`src/rtl/piso_tx.sv`:
```
// Parallel-in serial-out transmitter: a word accepted on load is shifted out one bit per clock,
// with so_valid framing, a done pulse on the last bit, and gapless back-to-back loading.
module piso_tx #(
  parameter int WIDTH     = 4,
  parameter int MSB_FIRST = 1
) (
  input  logic             clk,
  input  logic             rst,
  input  logic [WIDTH-1:0] pi,
  input  logic             load,
  output logic             ready,
  output logic             so,
  output logic             so_valid,
  output logic             done
);

  localparam int CW = (WIDTH > 1) ? $clog2(WIDTH) : 1;

  typedef enum logic {
    IDLE,
    SHIFT
  } state_t;

  state_t           state;
  logic [WIDTH-1:0] sr;
  logic [CW-1:0]    cnt;
  logic             accept;
  logic             first_bit;
  logic [WIDTH-1:0] first_rest;
  logic             next_bit;
  logic [WIDTH-1:0] next_rest;

  // In IDLE the counter is held at 0, so one test covers both the idle and last-bit cases.
  assign ready  = !rst && ((state == IDLE) || (cnt == '0));
  assign accept = load && ready;

  always_comb begin
    if (MSB_FIRST != 0) begin
      first_bit  = pi[WIDTH-1];
      first_rest = {pi[WIDTH-2:0], 1'b0};
      next_bit   = sr[WIDTH-1];
      next_rest  = {sr[WIDTH-2:0], 1'b0};
    end else begin
      first_bit  = pi[0];
      first_rest = {1'b0, pi[WIDTH-1:1]};
      next_bit   = sr[0];
      next_rest  = {1'b0, sr[WIDTH-1:1]};
    end
  end

  always_ff @(posedge clk or posedge rst) begin
    if (rst) begin
      state    <= IDLE;
      sr       <= '0;
      cnt      <= '0;
      so       <= 1'b0;
      so_valid <= 1'b0;
      done     <= 1'b0;
    end else begin
      done <= 1'b0;
      if (accept) begin
        state    <= SHIFT;
        so       <= first_bit;
        sr       <= first_rest;
        cnt      <= CW'(WIDTH - 1);
        so_valid <= 1'b1;
      end else if (state == SHIFT) begin
        if (cnt != '0) begin
          so   <= next_bit;
          sr   <= next_rest;
          cnt  <= cnt - 1'b1;
          done <= (cnt == CW'(1));
        end else begin
          state    <= IDLE;
          so       <= 1'b0;
          so_valid <= 1'b0;
        end
      end
    end
  end

endmodule

```
`config.mk`:
```
export PLATFORM = sky130hd
export DESIGN_NAME = piso_tx
export DESIGN_NICKNAME = d
export VERILOG_FILES = /design/src/rtl/piso_tx.sv
export SDC_FILE = /design/constraint.sdc
export NUM_CORES = 1
export LEC_CHECK = 0
export BUFFER_PORTS_ARGS = -buffer_cell sky130_fd_sc_hd__buf_2
export CORE_AREA = 8 8 45 47
export CTS_BUF_LIST = sky130_fd_sc_hd__clkbuf_8
export DETAILED_ROUTE_END_ITERATION = 16
export DIE_AREA = 0 0 53 55
export PLACE_DENSITY = 0.5
export SLEW_MARGIN = 20
export SYNTH_ARGS = -nofsm -noshare
export SYNTH_HDL_FRONTEND = slang
export SYNTH_SLANG_ARGS = --single-unit
```
`constraint.sdc`:
```
create_clock -name clk -period 3.33 [get_ports clk]
set_clock_uncertainty 0.2 [all_clocks]
set_input_delay 0 -clock clk [delete_from_list [all_inputs] [get_ports clk]]
set_output_delay 0 -clock clk [all_outputs]
set_load 0.05 [all_outputs]
```
==> impl_metrics.csv, run 1 <==
group,metric,value,unit
run_status,status,"finished clean",
power,power_frac_comb,0.457,
power,p_sw,250,uW
global_routing,grt_first_pass_wirelength,1.67,mm
critical_path,r2r_start,"cnt[0]",
power,irDropWorstVdd,297,uV
logic_synthesis,yosysWarnings,0,
power,p_clk_frac,0.223,
placed_design,gp_congestion,0.718,
logic_synthesis,ys.flop_type,"dfrtp_1",
timing,worstMarginPinSlew,0.354,ns
floorplan,die-height,55,um
drt,vias_per_cell,4.45,
clock_tree,cts_buffers,3,
floorplan,rows,14,
placed_design,hpwlAfterDp,669,um
final_layout,final_util,0.445,
clock_tree,ctsResizeCount,0,
placed_design,place_area,490,um2
drt,drtIter0Drc,5,
logic_synthesis,yosysUniqueCellTypes,18,
power,power_density,945,nW/um2
global_routing,grt_overflow,0,
clock_tree,clock_latency,0.24,ns
critical_path,critPathRequiredTime,3.24,ns
floorplan,dieArea,2920,um2
critical_path,worstPathArrival,1.94,ns
global_routing,grt_usage,0.0881,
critical_path,r2r-end,"sr[1]",
floorplan,initial_core_util,0.312,
power,power.internal,332,uW
clock_tree,root_buffer,"clkbuf_8",
final_layout,drive_above_1_share,0.250,
logic_synthesis,synth_area_leaders,"dfrtp_1 (52%), nand2_1 (7.0%), ha_1 (5.8%)",
final_layout,area_growth,42.6,%
critical_path,start_kind,"flip-flop",
global_routing,first_global_vias,380,
critical_path,r2r_cells,6,
drt,vias,356,
timing,fin_crit,2.03,ns
power,p_sw_frac,0.429,
timing,rsz0062_at_grt,"false",
logic_synthesis,synth_top_area_frac,0.522,
critical_path,cp-end-kind,"flip-flop",
drt,dr.pass1.iters,3,
timing,slew_headroom,0.763,
timing,finalWorstSetupSlack,1.30,ns
global_routing,grt_max_degree,10,
logic_synthesis,async_reset_ff_frac,1.00,
placed_design,port_buffers,10,
logic_synthesis,synth_seq_cells,9,
logic_synthesis,synthTopCellsByCount,"dfrtp_1 (9), nand2_1 (8), inv_1 (4)",
floorplan,core-area,1380,um2
clock_tree,numClockSinks,9,
clock_tree,cts_tree,"built",
drt,ant_nets,0,
flow_run,cap_violations,0,
placed_design,place_ws,1.57,ns
logic_synthesis,syn_area,432,um2
final_layout,diodes,0,
logic_synthesis,syn_nets,52,
timing,fin_crit_sh,0.611,
final_layout,final_nets,74,
timing,hold_viol,0,
logic_synthesis,synth_edf_count,0,
clock_tree,clock_path_buffers,2,
floorplan,die_w,53,um
logic_synthesis,syn_inst,43,
logic_synthesis,avgSynthCellArea,10.0,um2
logic_synthesis,synth_seq_area_share,0.522,
clock_tree,clkTransAtPathRegs,0.05,ns
critical_path,rrSetupSlack,1.30,ns
worst_hold_path,hp-class,"in2async",
floorplan,io_pins,11,
clock_tree,htree_levels,1,
timing,maxSlewViolCount,0,
timing,setup_viol,0,
drt,wl,1.06,mm
critical_path,worstSetupPathType,"reg2reg",
drt,remaining_drc_errors,0,
power,power_frac_seq,0.320,
logic_synthesis,synth_top_area_cell,"dfrtp_1",
final_layout,stdcell_area,616,um2
timing,max_freq,492,MHz
drt,wl_per_cell,13.3,um
power,leakagePower,0.000319,uW
global_routing,antenna_found_initial,0,
timing,final.setup.tns,0,ns
logic_synthesis,synth.most_common_cell,"dfrtp_1",
critical_path,cp_max_fo,8,
## per-layer routing
| metal | part of all wire | global-route usage | up-vias |
|---|---|---|---|
| li1 | - | - | 183 |
| met1 | 0.42 | 0.0775 | 159 |
| met2 | 0.45 | 0.133 | 10 |
| met3 | 0.060 | 0.0241 | 4 |
| met4 | 0.068 | 0.142 | 0 |
| met5 | 0 | 0 | - |
## registers in the layout, summed over array words and instances (netlist names)
| register | flops |
|---|---|
| so_valid | 1 |
| cnt | 2 |
| state | 1 |
| done | 1 |
| sr | 3 |
| so | 1 |
## timing repair
item | 4_1_cts | 5_1_grt
buffers inserted | 0 | 0
hold buffers | 8 | 0
hold endpoints to repair | 14 | 0
## critical path, cell delays in order (launching register included)
cell,delay (ns)
dfrtp_1,0.37
inv_1,0.07
ha_1,0.21
nand2b_1,0.26
nand3_1,0.14
dlygate4sd3_1,0.56
o21ai_0,0.09
## final cells by class
cell class,count,area (um2)
timing repair buffer,18,130
inverter,4,15.0
clock inverter,1,3.75
multi-input combinational,29,180
tap,16,20.0
fill,147,768
clock buffer,3,41.3
sequential,9,225
## stage by stage
step	instances	power (uW)	hold slack, ns
finish	80	582	0.0829
global route	80	623	0.123
CTS	80	585	0.0902
detailed placement	68	444	-0.200
global placement	68	442	-0.206
floorplan	43	401	-0.372
## worst max-delay path by stage
stage | from | end | slack, ns | depth (start not counted)
3_3_place_gp | cnt[0] | sr[2] | 1.58 | 5
3_5_place_dp | cnt[0] | sr[3] | 1.57 | 5
5_1_grt | cnt[0] | so | 1.22 | 6
6_report | cnt[0] | sr[1] | 1.30 | 6
2_1_floorplan | cnt[0] | ready | 1.63 | 4
4_1_cts | cnt[0] | sr[1] | 1.35 | 6
## cell usage in the layout (no fill, tap or decap), types with 2 or more instances in the layout
cell	instances
buf_2	10
nand2_1	8
a221o_1	2
clkbuf_8	3
nand3_1	3
and2_1	2
ha_1	2
dlygate4sd3_1	8
o21ai_0	2
dfrtp_1	9
inv_1	5
nor2_1	2
## power by group through the flow
stage          Clock [uW]  Sequential (uW)  Combinational, uW
4_1_cts               132              186                266
5_1_grt               140              191                292
2_1_floorplan           0              237                164
3_3_place_gp            0              187                255
6_report              130              186                266
3_5_place_dp            0              188                257
## cell families after synthesis
family          Yosys count  share of synthesized area
fa+ha+maj                 2                     0.0580
compound gates            6                     0.0985
simple gates             21                      0.261
buf+inv                   5                     0.0609
flops                     9                      0.522
No activity file was read; power rests on OpenSTA's default activity.
==> inputs of run 2 (changes only) <==
--- a/config.mk
+++ b/config.mk
@@ -10,7 +10,7 @@
 export CTS_BUF_LIST = sky130_fd_sc_hd__clkbuf_8
 export DETAILED_ROUTE_END_ITERATION = 16
 export DIE_AREA = 0 0 53 55
-export PLACE_DENSITY = 0.5
+export PLACE_DENSITY = 0.52
 export SLEW_MARGIN = 20
 export SYNTH_ARGS = -nofsm -noshare
 export SYNTH_HDL_FRONTEND = slang
==> constraint.sdc (replaced) <==
create_clock -name clk -period 1.8 [get_ports clk]
set_clock_uncertainty 0.2 [all_clocks]
set_input_delay 0 -clock clk [delete_from_list [all_inputs] [get_ports clk]]
set_output_delay 0 -clock clk [all_outputs]
set_load 0.05 [all_outputs]
==> run 2 against run 1 <==
- first-iteration DRC count decreased by 40%
- worst setup slack got worse by 1.2 ns
- combinational power increased by 85%
- final cell count decreased by 1.3%
- register-to-register slack got worse by 1.1 ns
- clock power increased by 75%
- count of clock-buffer cells in the layout unchanged
- critical path depth decreased by 1
- die area unchanged
- utilization decreased by 0.90 points
- via count decreased by 0.28%
- sequential power increased by 84%
- critical endpoint is now ready
==> impl_metrics.csv, run 2 (same netlist as run 1, synthesis figures left out) <==
group,metric,value,unit
run_status,status,"finished clean",
final_layout,drive_above_1_share,0.270,
timing,final.setup.tns,0,ns
placed_design,hpwlAfterDp,650,um
drt,vias,355,
critical_path,start_kind,"flip-flop",
global_routing,first_global_vias,362,
timing,fin_crit,1.68,ns
clock_tree,clock_latency,0.23,ns
timing,worstMarginPinSlew,0.332,ns
critical_path,cp_max_fo,6,
final_layout,stdcell_area,603,um2
final_layout,layout_common_cells,"buf_2 (10), dfrtp_1 (9), nand2_1 (8), dlygate4sd3_1 (6), inv_1 (5)",
critical_path,path_cells,"inv_1 > ha_1 > and2b_2 > nor2_1 > buf_2",
global_routing,grt_overflow,0,
floorplan,rows,14,
timing,hold_viol,0,
placed_design,dp.cells,69,
final_layout,final_common_cell,"buf_2",
critical_path,crit_family,"flip-flops",
clock_tree,clock_path_buffers,2,
timing,fin_crit_sh,0.931,
clock_tree,post-cts-setup-buffers,0,
placed_design,place_area,498,um2
worst_hold_path,hp-class,"in2async",
timing,rsz0062_at_grt,"false",
timing,setup_viol,0,
global_routing,antenna_found_initial,0,
power,leakagePower,0.000320,uW
placed_design,port_buffers,10,
drt,drtIter0Drc,3,
final_layout,regMostFlops,"sr",
global_routing,grt_max_degree,10,
floorplan,initial_core_util,0.312,
placed_design,gp_congestion,0.817,
power,power_density,1760,nW/um2
final_layout,final_nets,73,
final_layout,area_growth,39.7,%
final_layout,reg_top3,"sr (3), cnt (2)",
clock_tree,htree_levels,1,
clock_tree,numClockSinks,9,
power,irDropWorstVdd,937,uV
clock_tree,cts_buffers,3,
drt,vias_per_cell,4.49,
critical_path,worstSetupPathType,"reg2out",
final_layout,final_cells,79,
critical_path,worstPathArrival,1.48,ns
critical_path,crit_buf_inv,2,
timing,maxSlewViolCount,0,
drt,dr.pass1.iters,4,
clock_tree,cts_tree,"built",
floorplan,die_w,53,um
clock_tree,root_buffer,"clkbuf_8",
critical_path,cp-end-kind,"output port",
drt,ant_nets,0,
timing,slew_headroom,0.779,
global_routing,grt_usage,0.0739,
drt,wl,893,um
timing,max_freq,597,MHz
final_layout,n_fill_cell,138,
flow_run,cap_violations,0,
floorplan,die-height,55,um
drt,wl_per_cell,11.3,um
drt,remaining_drc_errors,0,
floorplan,core-area,1380,um2
critical_path,critPathRequiredTime,1.60,ns
floorplan,dieArea,2920,um2
critical_path,worst_path_max_delay_cell,"dfrtp_1",
critical_path,slowest_delay,0.39,ns
global_routing,grt_first_pass_wirelength,1.52,mm
floorplan,io_pins,11,
clock_tree,clkTransAtPathRegs,0.05,ns
final_layout,diodes,0,
final_layout,largest_register_ffs,3,
## run 2: per-layer routing
layer / wire length [um] / global-route usage
met4: 19 / 0.0517
met1: 359 / 0.0717
met2: 454 / 0.127
met3: 59 / 0.0294
met5: 0 / 0
## run 2: final timing paths
kind / cells past startpoint / endpoint / startpoint / slack (ns)
min in group clk: 2 / so_valid / so_valid / 0.27
setup reg to reg: 5 / sr[3] / cnt[0] / 0.18
hold reg to reg: 2 / so_valid / so_valid / 0.27
max in group asynchronous: 3 / done / rst / 1.07
hold / removal: 3 / cnt[0] / rst / 0.08
setup / recovery: 5 / ready / cnt[0] / 0.12
## run 2: metrics by stage
step | hold WS (ns) | power, uW | util | setup slack, ns
floorplan | -0.372 | 741 | - | 0.105
global placement | -0.196 | 837 | 0.360 | 0.201
detailed placement | -0.212 | 837 | 0.360 | 0.192
CTS | 0.0852 | 1080 | 0.436 | 0.119
global route | 0.129 | 1150 | 0.436 | 0.0420
finish | 0.0848 | 1060 | 0.436 | 0.125
## run 2: cell type report
type | instances | area (um2) | area share
Inverter | 4 | 15.0 | 0.0249
Clock buffer | 3 | 41.3 | 0.0685
Tap cell | 16 | 20.0 | 0.0332
Clock inverter | 1 | 3.75 | 0.00622
Sequential cell | 9 | 225 | 0.373
Timing Repair Buffer | 17 | 118 | 0.195
Multi-Input combinational cell | 29 | 180 | 0.299
## run 2: power by group
part / internal (uW) / switching, uW
logic: 183 / 310
registers: 295 / 48.3
clock network: 148 / 79.0
## run 2: repair_timing
item | 4_1_cts | 5_1_grt
resized for setup | 0 | 0
hold buffers | 6 | 0
endpoints found under the hold margin | 14 | 0
## run 2: worst reg2reg max path: stages (launching register included)
cell	delay, ns
dfrtp_1	0.39
inv_1	0.08
ha_1	0.17
and2b_2	0.26
and2_1	0.16
a221o_1	0.25
